--- config.mk ---
export PLATFORM = sky130hd
export DESIGN_NAME = iq_serializer
export DESIGN_NICKNAME = d
export VERILOG_FILES = /design/src/rtl/iq_serializer.sv
export SDC_FILE = /design/constraint.sdc
export NUM_CORES = 1
export LEC_CHECK = 0
export ABC_AREA = 1
export CAP_MARGIN = 0
export CORE_UTILIZATION = 35
export DETAILED_ROUTE_END_ITERATION = 10
export GPL_ROUTABILITY_DRIVEN = 0
export PLACE_DENSITY = 0.52
export SYNTH_ARGS = -nofsm -noshare
export SYNTH_HDL_FRONTEND = slang
export SYNTH_SLANG_ARGS = --single-unit
--- constraint.sdc ---
create_clock -name clk -period 15.65 [get_ports clk]
set_clock_uncertainty 0.15 [all_clocks]
set_input_delay 2.3475 -clock clk [delete_from_list [all_inputs] [get_ports clk]]
set_output_delay 2.3475 -clock clk [all_outputs]
set_load 0.05 [all_outputs]
--- src/rtl/iq_serializer.sv ---
// iq_serializer: captures a parallel frame of N_CH signed I/Q word pairs and
// replays it as one word per clock (I0, Q0, I1, Q1, ...), followed by a
// one-cycle gap. A one-deep pending buffer absorbs a frame that arrives while
// another frame is still being sent. If a further frame arrives while the
// buffer is full, that frame is dropped and the sticky overflow flag is set.
// Optional build macro IQ_SERIALIZER_OVF_COUNT_EN adds a 16-bit saturating
// dropped-frame counter on output ovf_count.
module iq_serializer #(
   parameter int DW   = 21,
   parameter int N_CH = 4
) (
   input  logic               clk,
   input  logic               rst_n,
   input  logic               strobe_in,
   input  logic [N_CH*DW-1:0] i_in,
   input  logic [N_CH*DW-1:0] q_in,
   output logic [DW-1:0]      stream_out,
   output logic               strobe_out,
   output logic               busy,
   output logic               overflow,
`ifdef IQ_SERIALIZER_OVF_COUNT_EN
   output logic [15:0]        ovf_count,
`endif
   input  logic               overflow_clr
);

   localparam int N_W = 2 * N_CH;
   localparam int CW  = (N_W > 1) ? $clog2(N_W) : 1;
   localparam logic [CW-1:0] LAST = CW'(N_W - 1);

   typedef enum logic [1:0] {IDLE, SHIFT, GAP} state_t;

   state_t              state;
   logic [CW-1:0]       cnt;
   logic                pend_full;
   logic [N_CH*DW-1:0]  snap_i;
   logic [N_CH*DW-1:0]  snap_q;
   logic [N_CH*DW-1:0]  pend_i;
   logic [N_CH*DW-1:0]  pend_q;

   logic                load_in;
   logic                load_pend;
   logic                store_pend;
   logic                drop;
   logic [CW-1:0]       cnt_nxt;

   // Returns word idx of a frame: even index selects I, odd selects Q.
   function automatic logic [DW-1:0] pick_word(input logic [N_CH*DW-1:0] iv,
                                               input logic [N_CH*DW-1:0] qv,
                                               input logic [CW-1:0]      idx);
      int k;
      k = int'(idx >> 1);
      return idx[0] ? qv[k*DW +: DW] : iv[k*DW +: DW];
   endfunction

   // A strobe in GAP with an empty pending buffer is passed straight through
   // to the snapshot, which is the same as storing it and loading it at once.
   assign load_in    = strobe_in && ((state == IDLE) || (state == GAP && !pend_full));
   assign load_pend  = (state == GAP) && pend_full;
   assign store_pend = strobe_in && (((state == SHIFT) && !pend_full) || load_pend);
   assign drop       = strobe_in && (state == SHIFT) && pend_full;
   assign cnt_nxt    = cnt + CW'(1);
   assign busy       = (state != IDLE) || pend_full;

   // Control FSM with registered stream outputs.
   always_ff @(posedge clk or negedge rst_n) begin
      if (!rst_n) begin
         state      <= IDLE;
         cnt        <= '0;
         stream_out <= '0;
         strobe_out <= 1'b0;
      end else begin
         case (state)
            IDLE: begin
               if (load_in) begin
                  state      <= SHIFT;
                  cnt        <= '0;
                  strobe_out <= 1'b1;
                  stream_out <= i_in[DW-1:0];
               end
            end
            SHIFT: begin
               if (cnt == LAST) begin
                  state      <= GAP;
                  cnt        <= '0;
                  strobe_out <= 1'b0;
                  stream_out <= '0;
               end else begin
                  cnt        <= cnt_nxt;
                  stream_out <= pick_word(snap_i, snap_q, cnt_nxt);
               end
            end
            GAP: begin
               cnt <= '0;
               if (load_pend) begin
                  state      <= SHIFT;
                  strobe_out <= 1'b1;
                  stream_out <= pend_i[DW-1:0];
               end else if (load_in) begin
                  state      <= SHIFT;
                  strobe_out <= 1'b1;
                  stream_out <= i_in[DW-1:0];
               end else begin
                  state <= IDLE;
               end
            end
            default: begin
               state      <= IDLE;
               cnt        <= '0;
               strobe_out <= 1'b0;
               stream_out <= '0;
            end
         endcase
      end
   end

   // Pending-buffer occupancy and sticky overflow; a new drop beats a clear.
   always_ff @(posedge clk or negedge rst_n) begin
      if (!rst_n) begin
         pend_full <= 1'b0;
         overflow  <= 1'b0;
      end else begin
         if (store_pend)
            pend_full <= 1'b1;
         else if (load_pend)
            pend_full <= 1'b0;

         if (drop)
            overflow <= 1'b1;
         else if (overflow_clr)
            overflow <= 1'b0;
      end
   end

   // Frame data registers; only control state needs reset.
   always_ff @(posedge clk) begin
      if (load_in) begin
         snap_i <= i_in;
         snap_q <= q_in;
      end else if (load_pend) begin
         snap_i <= pend_i;
         snap_q <= pend_q;
      end
      if (store_pend) begin
         pend_i <= i_in;
         pend_q <= q_in;
      end
   end

`ifdef IQ_SERIALIZER_OVF_COUNT_EN
   // Saturating drop counter; a clear on the same cycle as a drop leaves one.
   always_ff @(posedge clk or negedge rst_n) begin
      if (!rst_n)
         ovf_count <= '0;
      else if (overflow_clr)
         ovf_count <= drop ? 16'd1 : 16'd0;
      else if (drop && (ovf_count != 16'hFFFF))
         ovf_count <= ovf_count + 16'd1;
   end
`endif

endmodule

==> results of run 1 <==
==> synthesized netlist by cell type <==
cell and n:
dfrtp_1 29, nand2_1 710, clkbuf_1 22, nor3b_1 1, clkinv_1 1, buf_6 1
buf_1 4, o21ai_0 30, nor2_4 1, o21bai_1 11, a21oi_1 3, nand2_2 1
inv_1 171, buf_4 4, edfxtp_1 336, buf_2 41, inv_2 4, nand3_1 130
ha_1 2, nor2_1 48
==> registers in the layout, summed over array words and instances, names as in the netlist <==
| name | cells |
|---|---|
| pend_i | 84 |
| pend_q | 84 |
| snap_i | 84 |
| snap_q | 84 |
| stream_out | 21 |
| cnt | 3 |
| state | 2 |
| overflow | 1 |
| pend_full | 1 |
| strobe_out | 1 |
==> worst paths after layout <==
| check | slack (ns) | cells after the start | from | endpoint |
|---|---|---|---|---|
| min reg2reg | 0.35 | 2 | pend_q[50] | snap_q[50] |
| max | 10.34 | 8 | strobe_in | snap_i[0] |
| min | 0.35 | 2 | pend_q[50] | snap_q[50] |
| min in group asynchronous | 2.07 | 2 | rst_n | stream_out[5] |
| max reg2reg | 11.44 | 6 | pend_full | snap_i[44] |
| max in group asynchronous | 12.95 | 2 | rst_n | cnt[0] |
==> metal layers <==
layer	vias to the layer above	GRT usage
met5	-	0
met4	0	0.0798
met3	57	0.0382
met2	315	0.294
met1	5107	0.259
li1	5334	-
==> per-stage QoR <==
stage	instance area [sq um]	total power (W)	setup slack (ns)	hold WS, ns	util
after floorplan	15600	0.00208	0.0342	0.333	-
after global placement	18100	0.00254	9.78	0.341	0.410
after detailed placement	18100	0.00255	9.77	0.347	0.410
after CTS	19400	0.00353	10.35	0.359	0.441
after global routing	19400	0.00368	10.13	0.372	0.441
final	19400	0.00350	10.34	0.352	0.441
==> report_power, final <==
group	internal, W	switching, W
sequential	0.00126	0.0000665
clock	0.000589	0.000382
combinational	0.000322	0.000875
total	0.00217	0.00132
==> area by class of cell <==
| type | instances | share of cell area |
|---|---|---|
| clock inverter | 20 | 0.00952 |
| inverter | 176 | 0.0342 |
| multi-input combinational | 937 | 0.196 |
| clock buffer | 54 | 0.0602 |
| timing repair buffer | 206 | 0.106 |
| sequential | 365 | 0.556 |
| tap | 592 | 0.0381 |
| antenna | 1 | 0.000129 |
==> worst max-delay path, stage by stage <==
cell	delay [ns]
clkdlybuf4s50_1	0.48
nand2_2	0.17
nor2_4	0.06
buf_12	0.28
inv_4	0.76
buf_4	0.82
nor2_1	0.11
o21bai_1	0.20
==> kinds of logic (layout without fill, tap and decap cells) <==
group / after synthesis / count (layout)
other: 0 / 1
and+or+nand+nor: 891 / 891
buffers and inverters: 248 / 456
AOI/OAI and AO/OA: 44 / 44
DFF: 365 / 365
adders and majority gates: 2 / 2
==> metrics, run 1 <==
status=finished, final reports clean; max layer used=met4; Synth top area share=0.646; DR WL/cell=18.1 microns; CTS Buffer Depth=3; HP Class=register to register; CTS Sinks=between 300 and 400; total wire length=42600 microns; CP arrival=around 5.4 ns; Core ar.=between 0.04 and 0.05 sq mm; die area=0.0455 sq mm; Distinct cells, synth=20; syn_area_per_cell=a little over 10 sq um; Initial DRT Pass Iterations=6; final std cells w/o fill=about 2400; post-synthesis compound-gate area fraction=0.0159; vias in the first global route=about 10000; DP Wirelength=27200 microns; Residual DRC=0; RSZ-0062 raised after global routing=no; most frequent cells in the layout=709 x nand2_1, 336 x edfxtp_1, 195 x clkdlybuf4s50_1; Final Net Count=1902; CP Class=input port to register; Post-Syn Area=0.0156 sq mm; #FFs+latches synth=365; Num CTS Buffers=between 40 and 50; DRT iter0 DRCs=937; PwrDens=roughly 180 mW/mm^2; largest area contributor in the netlist=edfxtp_1; clk_lat worst skew=0.55 ns; Starting Density=0.354; fin crit period=~5.3 ns; initial antenna violation count=1; Adder-Cell Fraction of Synth Area=0.00160; peak supply drop=0.0000843 V; register area=0.0108 sq mm; Finish-stage setup viols=0; Final Max Tran Viols=0; XOR/XNOR Fraction of Synth Area=0; Fill cells=4309; Leak=8.22 nW; cts-stage hold buffer count=0; Die Span X=~210 microns; routed wl met3=2560 microns; routed vias/inst=approximately 4.6; routed vias=10800; CP Max Fanout=179; Global Route Usage Sum=0.190; wire length on met1=19000 microns; critical path launch point type=input port; row count=between 70 and 80; Fmax=188 MHz; CTS tree=yes; leading cell type in the layout, fill and taps excluded=nand2_1; multi-input logic area=0.00381 sq mm; die height=between 200 and 250 microns; Post-Synthesis Cells=approximately 1600; largest net degree at the start of global routing=180; yosys warns=0; placed cells=2276; first-pass GRT wire length=between 60000 and 70000 microns; Overflow after GRT=0; Worst EP required=approximately 16 ns; sequential share of the synthesized area=0.693; Reg clk slew, reported paths=0.06 ns; H-Tree Depth=2; I/O pin count=196; multiplexer share of the synthesized area=0; final worst path period share=0.340; final hold vios=0; post-CTS setup buffers=0; Post-DRT Antenna Nets=0; max_slew headroom=0.198; routed wl met2=19500 microns; post-synth net total=1724; Syn-to-layout area delta=24.5%; total negative slack=0 ns; Synth area leaders=edfxtp_1 65%, nand2_1 17%, dfrtp_1 4.6%; simple-gate share of the synthesized area=0.225; worst slew pin tran=between 1 and 1.5 ns; MaxCap Viol Count=0; largest family of logic cells by synthesized area=simple AND/OR/NAND/NOR gates; port buffer count=between 150 and 200; Root Buffer=clkbuf_16; crit end category=register; share of cells above drive strength 1=0.0421; post-CTS resize count=0
(Power assumes the default switching activity.)
==> inputs of run 2 (changes only) <==
- clock period: 15.65 -> 5.4 ns (I/O delays scaled with it)
==> run 2 against run 1 <==
Largest power group unchanged; first-iteration DRC count grew 17%; sequential power grew to 2.9 times the previous value; utilization is essentially flat; setup slack lost 8.2 ns; cell count is essentially flat; global-route usage grew 0.39 points; hold slack gained 0.0037 ns; power grew to 2.9 times the previous value; die area is the same.
==> metrics, run 2 (synthesized netlist as in run 1, its figures left out) <==
Initial DRT Pass Iterations=5; DR WL/cell=roughly 18 microns; H-Tree Depth=2; CTS Buffer Depth=3; Final Instance Area=0.0194 sq mm; Pint=0.00620 W; Finish-stage setup viols=0; DRT iter0 DRCs=around 1100; cells along the critical path=ha_1 > clkinv_1 > nand3_1 > nand3_1 > nand3_1 > nand2_1; Reg clk slew, reported paths=0.06 ns; row count=77; Final Max Tran Viols=0; total power=0.0101 W; Max stage delay on crit path=0.94 ns; Global Route Usage Sum=0.194; CP Max Fanout=35; fin crit period=3.30 ns; Crit path buffers/inverters=1; switch share=0.384; Syn-to-layout area delta=24.5%; leading cell type in the layout, fill and taps excluded=nand2_1; final worst path period share=0.611; critical path launch point type=register; MaxCap Viol Count=0; initial antenna violation count=0; peak supply drop=~0.00038 V; port buffer count=195; status=finished, final reports clean; Die Span X=213 microns; Overflow after GRT=0; routed vias/inst=4.59; multi-input logic area=0.00381 sq mm; CTS tree=yes; Root Buffer=clkbuf_16; Post-DRT Antenna Nets=0; first-pass GRT wire length=~64000 microns; Clk pwr share=0.272; max_slew headroom=0.169; CP Class=register to register; Fill cells=4312; CTS Sinks=365; final hold slack=0.356 ns; HP Class=register to register; hold_sp=pend_q[42]; crit end category=register; Seq pwr share=0.383; final hold vios=0; register area=approximately 0.011 sq mm; slowest CP cell=clkinv_1; cts-stage hold buffer count=0; pre-CTS setup slack=2.12 ns; CP arrival=about 3.6 ns; reg2reg start=cnt[0]; most frequent cells in the layout=709 x nand2_1, 336 x edfxtp_1, 195 x clkdlybuf4s50_1; total wire length=around 43000 microns; number of diodes=0; Num CTS Buffers=41; share of cells above drive strength 1=0.0454; Residual DRC=0; Most common cell on crit path=nand3_1; die height=213 microns; worst slew pin tran=1.24 ns; I/O pin count=196; CP top delay family=simple AND/OR/NAND/NOR gates; Worst EP required=5.69 ns; clk_lat worst skew=between 0.5 and 0.6 ns; vias in the first global route=10400; DP Wirelength=27600 microns; die area=between 0.04 and 0.05 sq mm; largest net degree at the start of global routing=about 180; PwrDens=518 mW/mm^2; Critical Path Source=cnt[0]; post-placement cell area=0.0181 sq mm; Starting Density=0.354; Psw=0.00387 W; routed vias=10800; post-CTS setup buffers=0; post-route worst setup slack=approximately 2.1 ns; Final Net Count=1903; Fmax=about 300 MHz; combinational fraction of design power=0.345; Leak=8.21 nW; RSZ-0062 raised after global routing=no; post-CTS resize count=0; Core ar.=0.0441 sq mm
run 2: path summary, 6_finish.rpt:
check                                  to  slack (ns)  cells past startpoint
setup / recovery           stream_out[13]        2.10                      6
hold / removal                 snap_q[42]        0.36                      2
setup reg to reg           stream_out[13]        2.10                      6
hold reg to reg                snap_q[42]        0.36                      2
max in group asynchronous          cnt[0]        4.26                      2
min in group asynchronous        overflow        0.49                      2
run 2: per-stage QoR:
step	setup TNS (ns)	cells	utilization
after global placement	0	2278	0.411
after global routing	0	2353	0.440
after detailed placement	0	2278	0.411
after CTS	0	2353	0.440
final	0	2353	0.440
after floorplan	-55.47	1550	-
run 2: layer usage:
layer / vias up / global-route usage / share of wire
met5: - / 0 / 0
met4: 0 / 0.0695 / 0.026
met3: 55 / 0.0297 / 0.060
met2: 349 / 0.303 / 0.46
met1: 5064 / 0.273 / 0.45
li1: 5327 / - / -
run 2: tightest hold or removal path: cells and delay by family (launching register included):
kind | cells | cell delay [ns]
DFF | 1 | 0.31
and+or+nand+nor | 2 | 0.10
run 2: power groups by stage:
| stage | sequential [W] | clock, W | combinational (W) |
|---|---|---|---|
| 2_1_floorplan | 0.00418 | 0 | 0.00185 |
| 3_3_place_gp | 0.00391 | 0 | 0.00348 |
| 3_5_place_dp | 0.00391 | 0 | 0.00352 |
| 4_1_cts | 0.00386 | 0.00279 | 0.00353 |
| 5_1_grt | 0.00389 | 0.00291 | 0.00381 |
| 6_report | 0.00386 | 0.00274 | 0.00348 |
run 2: area by class of cell:
class	instances	share of cell area
flip-flops and latches	365	0.557
repair buffers	208	0.108
clock inverters	24	0.00998
clock buffers	51	0.0569
well taps	592	0.0381
multi-input cells	937	0.196
inverters	176	0.0342
